### src/rtl/mdc_in_reorder.sv
// mdc_in_reorder: ping-pong frame buffer that turns a serial complex stream into LANES-wide MDC beats.
// Optional REORDER_ERR_EN adds frame_err_o and restarts the frame on a misaligned start.
module mdc_in_reorder #(
  parameter int NB = 16,
  parameter int NPT = 32,
  parameter int LANES = 4
) (
  input  logic                clk_i,
  input  logic                rst_i,
  input  logic                start_i,
  input  logic                valid_i,
  input  logic [NB-1:0]       dr_i,
  input  logic [NB-1:0]       di_i,
  output logic                start_mdc_o,
  output logic                valid_o,
  output logic [LANES*NB-1:0] dr_mdc_o,
  output logic [LANES*NB-1:0] di_mdc_o
`ifdef REORDER_ERR_EN
  ,
  output logic                frame_err_o
`endif
);
  localparam int D = NPT / LANES;
  localparam int WW = $clog2(NPT);
  localparam int DW = $clog2(D);
  localparam int LW = $clog2(LANES);
  typedef enum logic [1:0] {IDLE, ARM, READ} state_t;
  state_t state, state_n;
  logic [DW-1:0] k, k_n;
  logic [WW-1:0] w, widx;
  logic synced, wbank, rbank, pend, pend_bank, wr_en, restart, handoff, take;
  logic [2*NB-1:0] mem [2*NPT];
`ifdef REORDER_ERR_EN
  assign restart = start_i && (!synced || w != '0);
`else
  assign restart = start_i && !synced;
`endif
  assign wr_en = valid_i && (synced || start_i);
  assign widx = restart ? '0 : w;
  assign handoff = wr_en && widx == WW'(NPT - 1);
  assign take = state_n == ARM;
  // Address {bank, w} places sample w in sub-bank w/D at word w%D.
  always_ff @(posedge clk_i)
    if (wr_en) mem[{wbank, widx}] <= {dr_i, di_i};
  always_ff @(posedge clk_i or posedge rst_i)
    if (rst_i) begin
      synced <= 1'b0;
      w <= '0;
      wbank <= 1'b0;
      pend <= 1'b0;
      pend_bank <= 1'b0;
    end else begin
      if (wr_en) begin
        synced <= 1'b1;
        w <= widx + 1'b1;
        if (handoff) wbank <= ~wbank;
      end
      pend <= handoff || (pend && !take);
      if (handoff) pend_bank <= wbank;
    end
`ifdef REORDER_ERR_EN
  always_ff @(posedge clk_i or posedge rst_i)
    if (rst_i) frame_err_o <= 1'b0;
    else frame_err_o <= valid_i && start_i && synced && w != '0;
`endif
  always_ff @(posedge clk_i or posedge rst_i)
    if (rst_i) begin
      state <= IDLE;
      k <= '0;
    end else begin
      state <= state_n;
      k <= k_n;
    end
  always_comb begin
    state_n = state;
    k_n = k;
    start_mdc_o = state == ARM;
    valid_o = state == READ;
    if (state == IDLE && pend) state_n = ARM;
    else if (state == ARM) begin
      state_n = READ;
      k_n = '0;
    end else if (state == READ) begin
      k_n = k + 1'b1;
      if (k == DW'(D - 1)) state_n = pend ? ARM : IDLE;
    end
  end
  // Lane j reads sub-bank LANES-1-j so the MSB lane carries sample k.
  always_ff @(posedge clk_i or posedge rst_i)
    if (rst_i) begin
      rbank <= 1'b0;
      dr_mdc_o <= '0;
      di_mdc_o <= '0;
    end else begin
      if (take) rbank <= pend_bank;
      if (state_n == READ)
        for (int j = 0; j < LANES; j++)
          {dr_mdc_o[j*NB +: NB], di_mdc_o[j*NB +: NB]} <= mem[{rbank, LW'(LANES - 1 - j), k_n}];
    end
endmodule
### config.mk
export PLATFORM = sky130hd
export DESIGN_NAME = mdc_in_reorder
export DESIGN_NICKNAME = d
export VERILOG_FILES = /design/src/rtl/mdc_in_reorder.sv
export SDC_FILE = /design/constraint.sdc
export NUM_CORES = 2
export LEC_CHECK = 0
export ABC_AREA = 0
export CORE_MARGIN = 2
export CORE_UTILIZATION = 35
export CTS_CLUSTER_DIAMETER = 80
export DETAILED_ROUTE_END_ITERATION = 12
export PLACE_DENSITY_LB_ADDON = 0.25
export REMOVE_ABC_BUFFERS = 1
export SKIP_LAST_GASP = 1
export SYNTH_ARGS = -nofsm -noshare
export SYNTH_HDL_FRONTEND = slang
export SYNTH_SLANG_ARGS = --single-unit
### constraint.sdc
create_clock -name clk_i -period 4.1 [get_ports clk_i]
set_input_delay 0.41 -clock clk_i [delete_from_list [all_inputs] [get_ports clk_i]]
set_output_delay 0.41 -clock clk_i [all_outputs]
set_load 0.01 [all_outputs]
==> impl_summary.txt <==
----------------------------------------------------
[Clock network]
  Post_cts resized ... 0
  Buffer cell driving the clock tree root ... sky130_fd_sc_hd__clkbuf_16
  Number of setup buffers added after CTS ... 0
  Sink count of the clock tree ... 2191
  # H-tree levels ... 4
  CTS tree ... yes
  Number of buffers inserted by hold repair at cts ... 1
  Total CTS buffers ... 218
  Worst-path clk slew ... 0.06 ns
  Max clock buf depth ... 3
  Clock latency reported for the late side of the worst-skew pair ... 0.86 ns

[GRT]
  Wire length of the first global-routing pass ... 386 mm
  Overall track demand over capacity in global routing ... 0.215
  Maximum number of pins on one net before global-route repair ... approximately 110
  Via count of the first global-routing pass ... 52200
  Initial antenna violation count ... 21
  Leftover overflow at the end of global routing ... 0

[Routing]
  Average wire per cell in the routed design ... 28.1 um
  Initial drt markers ... 6096
  Pre-Repair DR Iteration Count ... 5
  Via Count ... 53600
  Number of nets with antenna violations after routing ... 0
  Per-cell via count in the routed design ... 5.51
  Post-detailed-route DRC marker count ... 0
  Overall routed net length ... 273 mm

[Min path]
  Path type of the worst min-delay path ... primary input to flip-flop

[Finish]
  Post-route cell area ... 99200 um^2
  Final net count ... 6358
  Layout cells sized above 1 ... 0.119
  Layout overhead on the synthesized area ... 16.2%

[Synth]
  Most frequent cell after synthesis ... sky130_fd_sc_hd__edfxtp_1
  Area fraction of the dominant cell type after synthesis ... 0.721
  Register bit count reported by yosys ... 2191
  Warnings from Yosys ... 0
  Post-Synthesis Mean Instance Area ... 14.1 um^2
  Cell types occupying the most area after synthesis ... sky130_fd_sc_hd__edfxtp_1, sky130_fd_sc_hd__dfrtp_1, sky130_fd_sc_hd__nand2_1
  Synthesized instance count ... 6065
  Post-Syn Area ... 85300 um^2
  Cell types with the highest counts after synthesis ... sky130_fd_sc_hd__edfxtp_1, sky130_fd_sc_hd__nand2_1, sky130_fd_sc_hd__nor2_1
  Async set or reset register ratio after synthesis ... 0.0653
  EDFF count, synth ... 2048
  Unique cell type count in the Yosys netlist ... 61
  Most instantiated flip-flop cell in the synthesis netlist ... sky130_fd_sc_hd__edfxtp_1
  Part of the Yosys area used for sequential elements ... 0.763
  Post-synthesis cell type with the largest combined area ... sky130_fd_sc_hd__edfxtp_1

[Setup path]
  Arrival time at the worst endpoint ... between 3 and 4 ns
  Startpoint type of the worst setup path ... flip-flop
  Critical Setup Path Class ... flip-flop to output pin
  Largest driver fanout on the critical path ... 35
  Required time of the critical path ... around 3.7 ns
  Worst Setup End Kind ... output pin

[STA]
  Pins Over Slew Limit ... 0
  Actual slew at the worst max-slew pin ... roughly 1.2 ns
  Fin crit share ... 0.889
  Slew margin rel. ... 0.187
  RSZ-0062 raised after global routing ... no
  Clock period minus final worst setup slack ... roughly 3.6 ns
  Hold Slack ... between 0.07 and 0.08 ns
  Final critical-path setup slack ... 0.455 ns
  FMAX ... 0.274 GHz
  Number of setup violations in the final report ... 0
  Number of endpoints with negative hold slack in the final report ... 0
  Maximum clock skew at final layout ... roughly 0.038 ns
  Final TNS setup ... 0 ns

[Floorplanning]
  Floorplan die area ... 248000 um^2
  Die Y-Extent ... 498 um
  Die width ... 498 um
  Starting utilization of the core area ... 0.351
  Number of ports placed on the die boundary ... between 150 and 200
  CORE AREA ... 243000 um^2
  Row cnt ... 181

[Placement]
  DP Wirelength ... 149 mm
  Post-detailed-placement cell area ... 92100 um^2
  Worst slack, placed ... 0.557 ns
  Placer congestion estimate ... between 0.8 and 0.9
  IO buf count ... 165

[Outcome]
  Status ... finished, final reports clean

[Job]
  Number of max-capacitance violations reported ... 0

[Power]
  Power density of the placed cells ... about 800 nW/um^2
  IR Drop Worst-Case VDD ... 0.844 mV
  Cell leakage power ... 0.0326 uW

----------------------------------------------------
## final cells by class
class / instances / area, um^2
Antenna cell: 7 / 17.5
Tap cell: 3202 / 4010
Sequential cell: 2191 / 65100
Timing Repair Buffer: 421 / 3780
Fill cell: 22300 / 144000
Clock inverter: 87 / 837
Multi-Input combinational cell: 3462 / 19100
Inverter: 24 / 120
Clock buffer: 326 / 6210
## layout by cell type, fill, tap and decap left out, drive strengths merged, types with 4 or more instances in the layout
cell,synthesis,layout
edfxtp,2048,2048
nand2,860,860
nor2,585,585
o21ai,460,460
clkbuf,230,326
buf,158,287
nand3,263,263
a21oi,238,238
mux2i,204,204
dfrtp,143,143
clkdlybuf4s50,0,133
nor2b,126,126
o22ai,123,123
nor3,114,114
a211oi,111,111
o32ai,67,67
clkinv,1,65
a32oi,42,42
nor4,41,41
inv,23,34
o221ai,32,32
o221a,32,32
a31o,24,24
o31ai,23,23
nand2b,17,17
a31oi,13,13
and2,12,12
o211ai,11,11
o21a,10,10
a221oi,8,8
o41ai,8,8
diode,0,7
bufinv,0,7
clkinvlp,0,5
and3,5,5
mux2,4,4
ha,4,4
## sequential cells by signal, summed over array words and instances, names as in the netlist
register and flops:
di_mdc_o 64, state 2, wbank 1, pend_bank 1, dr_mdc_o 64, pend 1, synced 1, k 3
mem 2048, w 5, rbank 1
## routing by layer
metal	vias to the layer above	wire length [um]	global-route usage	share of wire
li1	23300	-	-	-
met1	27800	115000	0.296	0.42
met2	2118	129000	0.351	0.47
met3	395	20200	0.0334	0.074
met4	0	8530	0.0671	0.031
met5	-	0	0	0
## report_power, final
group	leakage [uW]	total (uW)	internal [uW]	switching (uW)
combinational	0.00907	34900	10900	23900
sequential	0.0200	27200	26000	1280
clock	0.00344	19600	11000	8660
total	0.0326	81700	47900	33900
## through the flow
step,utilization,cells,power [uW]
CTS,0.408,9713,82100
global route,0.408,9715,85700
global placement,0.379,9299,62300
detailed placement,0.379,9299,62500
finish,0.408,9720,81700
floorplan,-,5677,41300
## cell families after synthesis
logic type	synth area share
DFF	0.763
muxes	0.0245
buffers and inverters	0.0210
and+or+nand+nor	0.102
adders and majority gates	0.000587
AOI/OAI and AO/OA	0.0892
xor gates and xnor gates	0.000601
## critical path, cell delays in order, from the launching register on
cell	delay [ns]
sky130_fd_sc_hd__dfrtp_1	0.68
sky130_fd_sc_hd__nor2b_4	0.32
sky130_fd_sc_hd__buf_4	0.65
sky130_fd_sc_hd__clkdlybuf4s50_1	0.70
## worst paths after layout
check | startpoint | endpoint | slack [ns] | cells past startpoint
min | dr_i[11] | mem[40][27] | 0.07 | 1
max | state[1] | valid_o | 0.46 | 3
max in group asynchronous | rst_i | rbank | 3.06 | 3
min reg2reg | pend_bank | pend_bank | 0.51 | 1
max reg2reg | k[0] | di_mdc_o[42] | 0.62 | 10
min in group asynchronous | rst_i | dr_mdc_o[30] | 0.10 | 2
Power figures use the tool's default switching activity.
